### config.mk
export PLATFORM = sky130hd
export DESIGN_NAME = adc_frame_align
export DESIGN_NICKNAME = d
export VERILOG_FILES = /design/src/rtl/adc_frame_align.sv
export SDC_FILE = /design/constraint.sdc
export NUM_CORES = 1
export LEC_CHECK = 0
export CORE_AREA = 10 10 60 57
export DETAILED_ROUTE_END_ITERATION = 16
export DIE_AREA = 0 0 70 67
export GPL_TIMING_DRIVEN = 1
export PLACE_DENSITY = 0.81
export SYNTH_ARGS = -nofsm -noshare
export SYNTH_HDL_FRONTEND = slang
export SYNTH_SLANG_ARGS = --single-unit
### constraint.sdc
create_clock -name FrmClkDiv -period 3.3 [get_ports FrmClkDiv]
set_input_delay 0.495 -clock FrmClkDiv [delete_from_list [all_inputs] [get_ports FrmClkDiv]]
set_output_delay 0.495 -clock FrmClkDiv [all_outputs]
set_load 0.02 [all_outputs]
### src/rtl/adc_frame_align.sv
// Frame-lane alignment controller. It issues bitslip pulses to the frame and data deserializers
// until the frame word matches FrmPattern. Define ADC_FRAME_LOCK_MONITOR_EN to keep watching the word after lock.
module adc_frame_align #(
  parameter int unsigned AdcBits      = 14,
  parameter logic [15:0] FrmPattern   = 16'h3F80,
  parameter int unsigned SettleCycles = 4,
  parameter int unsigned ConfirmCount = 4,
  parameter int unsigned MaxSlips     = 14
) (
  input  logic        FrmClkDiv,
  input  logic        FrmRst,
  input  logic [15:0] FrmData,
  input  logic        AlignStart,
  output logic        FrmBitslip,
  output logic        FrmAlignDone,
  output logic        FrmAlignErr,
  output logic [4:0]  SlipCount
);

  typedef enum logic [2:0] {
    ST_SETTLE,
    ST_CHECK,
    ST_CONFIRM,
    ST_SLIP,
    ST_DONE,
    ST_FAIL
  } state_e;

  localparam logic [3:0] SettleLast = 4'(SettleCycles - 1);
  localparam logic [3:0] ConfirmN   = 4'(ConfirmCount);
  localparam logic [4:0] SlipLimit  = 5'(MaxSlips);

  state_e     state_q, state_d;
  logic [3:0] settle_q, settle_d;
  logic [3:0] match_q, match_d;
  logic [4:0] slip_q, slip_d;
  logic       bitslip_q, done_q, err_q;
`ifdef ADC_FRAME_LOCK_MONITOR_EN
  logic [1:0] miss_q, miss_d;
`endif

  logic [AdcBits-1:0] bit_eq;
  logic               frm_match;
  logic               unused_upper;

  for (genvar gi = 0; gi < AdcBits; gi++) begin : g_cmp
    assign bit_eq[gi] = (FrmData[gi] == FrmPattern[gi]);
  end
  assign frm_match    = &bit_eq;
  assign unused_upper = ^FrmData[15:AdcBits];

  // Outcome of a failed compare, shared by CHECK and CONFIRM.
  state_e     miss_state;
  logic [4:0] miss_slips;
  always_comb begin
    if (slip_q == SlipLimit) begin
      miss_state = ST_FAIL;
      miss_slips = slip_q;
    end else begin
      miss_state = ST_SLIP;
      miss_slips = (slip_q == 5'd31) ? slip_q : slip_q + 5'd1;
    end
  end

  always_comb begin
    state_d  = state_q;
    settle_d = settle_q;
    match_d  = match_q;
    slip_d   = slip_q;
`ifdef ADC_FRAME_LOCK_MONITOR_EN
    miss_d   = miss_q;
`endif
    case (state_q)
      ST_SETTLE: begin
        if (settle_q == SettleLast) begin
          settle_d = '0;
          state_d  = ST_CHECK;
        end else begin
          settle_d = settle_q + 4'd1;
        end
      end
      ST_CHECK: begin
        if (frm_match) begin
          match_d = 4'd1;
          state_d = (ConfirmN == 4'd1) ? ST_DONE : ST_CONFIRM;
        end else begin
          state_d = miss_state;
          slip_d  = miss_slips;
        end
      end
      ST_CONFIRM: begin
        if (frm_match) begin
          match_d = match_q + 4'd1;
          if (match_q + 4'd1 == ConfirmN) state_d = ST_DONE;
        end else begin
          match_d = '0;
          state_d = miss_state;
          slip_d  = miss_slips;
        end
      end
      ST_SLIP: begin
        settle_d = '0;
        state_d  = ST_SETTLE;
      end
      ST_DONE: begin
`ifdef ADC_FRAME_LOCK_MONITOR_EN
        if (frm_match) begin
          miss_d = '0;
        end else if (miss_q == 2'd2) begin
          state_d  = ST_SETTLE;
          settle_d = '0;
          match_d  = '0;
          slip_d   = '0;
          miss_d   = '0;
        end else begin
          miss_d = miss_q + 2'd1;
        end
`endif
      end
      default: begin
      end
    endcase

    // Restart overrides every state; a SLIP pulse already on the output still completes.
    if (AlignStart) begin
      state_d  = ST_SETTLE;
      settle_d = '0;
      match_d  = '0;
      slip_d   = '0;
`ifdef ADC_FRAME_LOCK_MONITOR_EN
      miss_d   = '0;
`endif
    end
  end

  always_ff @(posedge FrmClkDiv) begin
    if (FrmRst) begin
      state_q   <= ST_SETTLE;
      settle_q  <= '0;
      match_q   <= '0;
      slip_q    <= '0;
      bitslip_q <= 1'b0;
      done_q    <= 1'b0;
      err_q     <= 1'b0;
`ifdef ADC_FRAME_LOCK_MONITOR_EN
      miss_q    <= '0;
`endif
    end else begin
      state_q   <= state_d;
      settle_q  <= settle_d;
      match_q   <= match_d;
      slip_q    <= slip_d;
      bitslip_q <= (state_d == ST_SLIP);
      done_q    <= (state_d == ST_DONE);
      err_q     <= (state_d == ST_FAIL);
`ifdef ADC_FRAME_LOCK_MONITOR_EN
      miss_q    <= miss_d;
`endif
    end
  end

  assign FrmBitslip   = bitslip_q;
  assign FrmAlignDone = done_q;
  assign FrmAlignErr  = err_q;
  assign SlipCount    = slip_q;

endmodule

==> impl_results.md <==
* Status: finished clean
* Via Count at 1053
* Synth Area in XOR/XNOR at 0.0315
* Rel. slew slack at 0.573
* Detail Placement HPWL at 1970 um
* Worst R2R Path Depth at 5
* Post-Synth Simple-Gate Area at 0.299
* EDFF count, synth at 0
* Layout Cells excl Fill at between 150 and 200
* Fillers at 170
* Top cells by instance count after synthesis: dfxtp_1, nor2_1, a21oi_1
* Largest net degree at the start of global routing at 19
* Worst path required time at 3.55 ns
* Mapped Nets at 158
* R2R setup slack at between 1 and 1.5 ns
* Total power draw at 0.387 mW
* Synth warnings at 0
* Hold buffers post-CTS at 0
* CTS tree: done
* PostCTS Resize Cnt at 0
* Clock skew at 0.0167 ns
* First drt pass iteration count at 5
* Synth Area in Adders at 0.0562
* Synthesized cell area at between 1000 and 1500 sq um
* Initial Util at 0.515
* CTS Sinks at 19
* Clk slew on worst S/H paths at 0.12 ns
* #FFs+latches synth at 19
* Setup violators final at 0
* Antenna violations before repair at 0
* Final Hold Viols at 0
* Fmax at 531 MHz
* Compound-Gate Fraction of Synth Area at 0.234
* Cells after DPL at 178
* Core Util, Final at 0.640
* Syn Inst Count at roughly 130
* Fin nets at 180
* Post-synthesis sequential area ratio at 0.342
* Worst slack, placed at 1.09 ns
* Global route overflow at 0
* Internal power at 0.299 mW
* FFs w/ async S/R, synth at 0
* Io pins at 27
* Met3 wire length at 140 um
* RR Endpoint: SlipCount[3]
* DR WL/cell at 14.0 um
* DR WL met2 at 1370 um
* 1st-iter DRT viols at 93
* Lkg Pwr at 0.470 nW
* Reg2reg start: state_q[1]
* Gpl congestion at 0.843
* Worst Hold Class: reg2reg
* Die Span X at 70 um
* CTS Buffer Depth at 2
* Total CTS buffers at 3
* P per Cell Area at 280 nW/um^2
* Area of the multi-input gates at a little under 700 sq um
* Part of the power in registers at 0.602
* Drc violations at 0
* RSZ-0062 raised after global routing: false
* Net Sw Frac at 0.226
* Layout cells sized above 1 at 0.0903
* Mux cell area share after synthesis at 0
* I/O Buffers at 24
* Worst skew pair latency at just over 0.3 ns
* Setup ws final at between 1 and 1.5 ns
* Met1 Routed Length at 1010 um
* Total wire length at 2550 um
* Vias per cell at ~5.8
* Switch Pwr at 0.0875 mW
* Count leader, synth: dfxtp_1
* Die ar. at about 4700 sq um
* Primary FF master, synth: dfxtp_1
* Crit path max fanout at 6
* Crit. End Element: flip-flop
* Slew @ Worst Pin at roughly 0.64 ns
* Post-route minimum period at 1.88 ns
* Diodes inserted at 0
* Die H at 67 um
* Root Driver: clkbuf_4
* Peak supply drop at approximately 0.26 mV
* TNS Setup at 0 ns
* Unique cell type count in the Yosys netlist at 44
* CP Launch Type: input port
* First-pass GRT wire length at 4280 um
* Core footprint at 2160 sq um
* Post-synth top area cell: dfxtp_1
* Vias in the first global route at 998
* Largest family of logic cells by synthesized area: simple AND/OR/NAND/NOR gates
* CP arrival at 2.13 ns
* Setup Buffers After CTS at 0
* Fin crit share at 0.570
* Hold Path End: SlipCount[1]
* Clock power frac at 0.309
* Maxcap violations at 0
* Area contributors post-synth: dfxtp_1, a21oi_1, nor2_1, ha_1, nor2b_1
* Synth top area share at 0.342
* Cell row count at 16
* Crit path kind: in2reg
* DR top layer: met4
* WHS Path Cells at 2
* Overall global routing resource usage at 0.107
* Register area at 380 sq um
* H-tree levels at 1
* P&R area growth vs syn at 24.3%
* Final ANT Viol Nets at 0
* Gate power share at 0.088
* Synth Area per Inst at 8.31 sq um
* Fin. max-slew vios at 0
* Min-delay src: SlipCount[1]
[cell usage in the layout (no fill, tap or decap), types with 2 or more instances in the layout]
cell type / instances
o21a_1: 2
clkbuf_4: 3
a31oi_1: 2
or3_1: 2
o21ai_0: 6
a22oi_1: 4
nand2b_1: 3
ha_1: 5
nor2_1: 17
nand2_1: 7
xor2_1: 2
nand3_1: 5
xnor2_1: 2
and4_1: 2
nor2b_1: 6
clkdlybuf4s50_1: 24
inv_1: 3
or2_2: 2
dfxtp_1: 19
nand3b_1: 3
a21oi_1: 13
[logic make-up (layout without fill, tap and decap cells)]
kind of cell / count (synthesis) / count (layout)
xor gates and xnor gates: 4 / 4
AOI/OAI and AO/OA: 39 / 39
buffers and inverters: 10 / 31
adders and majority gates: 5 / 5
and+or+nand+nor: 57 / 57
DFF: 19 / 19
[metal layers]
metal,up-vias,GRT usage
li1,528,-
met1,493,0.111
met2,26,0.197
met3,6,0.0356
met4,0,0.0394
met5,-,0
[layout make-up]
| class | instances | share of cell area |
|---|---|---|
| timing repair buffer | 24 | 0.174 |
| tap | 27 | 0.0244 |
| inverter | 3 | 0.00814 |
| multi-input combinational | 105 | 0.499 |
| clock inverter | 1 | 0.00362 |
| clock buffer | 3 | 0.0163 |
| sequential | 19 | 0.275 |
[critical path, cell delays in order]
cell             delay [ns]
clkdlybuf4s50_1        0.41
nor4_2                 0.30
and4_1                 0.38
nor2_2                 0.08
or3_1                  0.30
a31oi_1                0.16
[worst max path at each step]
stage / start / end / cells after the start
2_1_floorplan: SlipCount[0] / SlipCount[3] / 7
3_3_place_gp: FrmData[1] / state_q[1] / 6
3_5_place_dp: FrmData[1] / match_q[2] / 6
4_1_cts: FrmData[1] / state_q[1] / 6
5_1_grt: FrmData[4] / state_q[1] / 6
6_report: FrmData[1] / state_q[1] / 6
[sequential cells by signal, indices dropped and copies added, names as in the netlist]
| signal | cells |
|---|---|
| SlipCount | 5 |
| match_q | 4 |
| settle_q | 4 |
| state_q | 3 |
| FrmAlignDone | 1 |
| FrmAlignErr | 1 |
| FrmBitslip | 1 |
[power groups by stage]
stage	Sequential, mW	Combinational [mW]	Clock, mW
6_report	0.233	0.0342	0.120
5_1_grt	0.233	0.0373	0.132
4_1_cts	0.233	0.0345	0.121
3_5_place_dp	0.238	0.0345	0
3_3_place_gp	0.238	0.0334	0
2_1_floorplan	0.237	0.0134	0
[per-stage QoR]
step           cell area [sq um]  hold slack (ns)
2_1_floorplan               1110            0.480
3_3_place_gp                1360            0.497
3_5_place_dp                1360            0.508
4_1_cts                     1380            0.529
5_1_grt                     1380            0.562
6_report                    1380            0.531
Note: power is estimated with default switching activity, not from simulation.
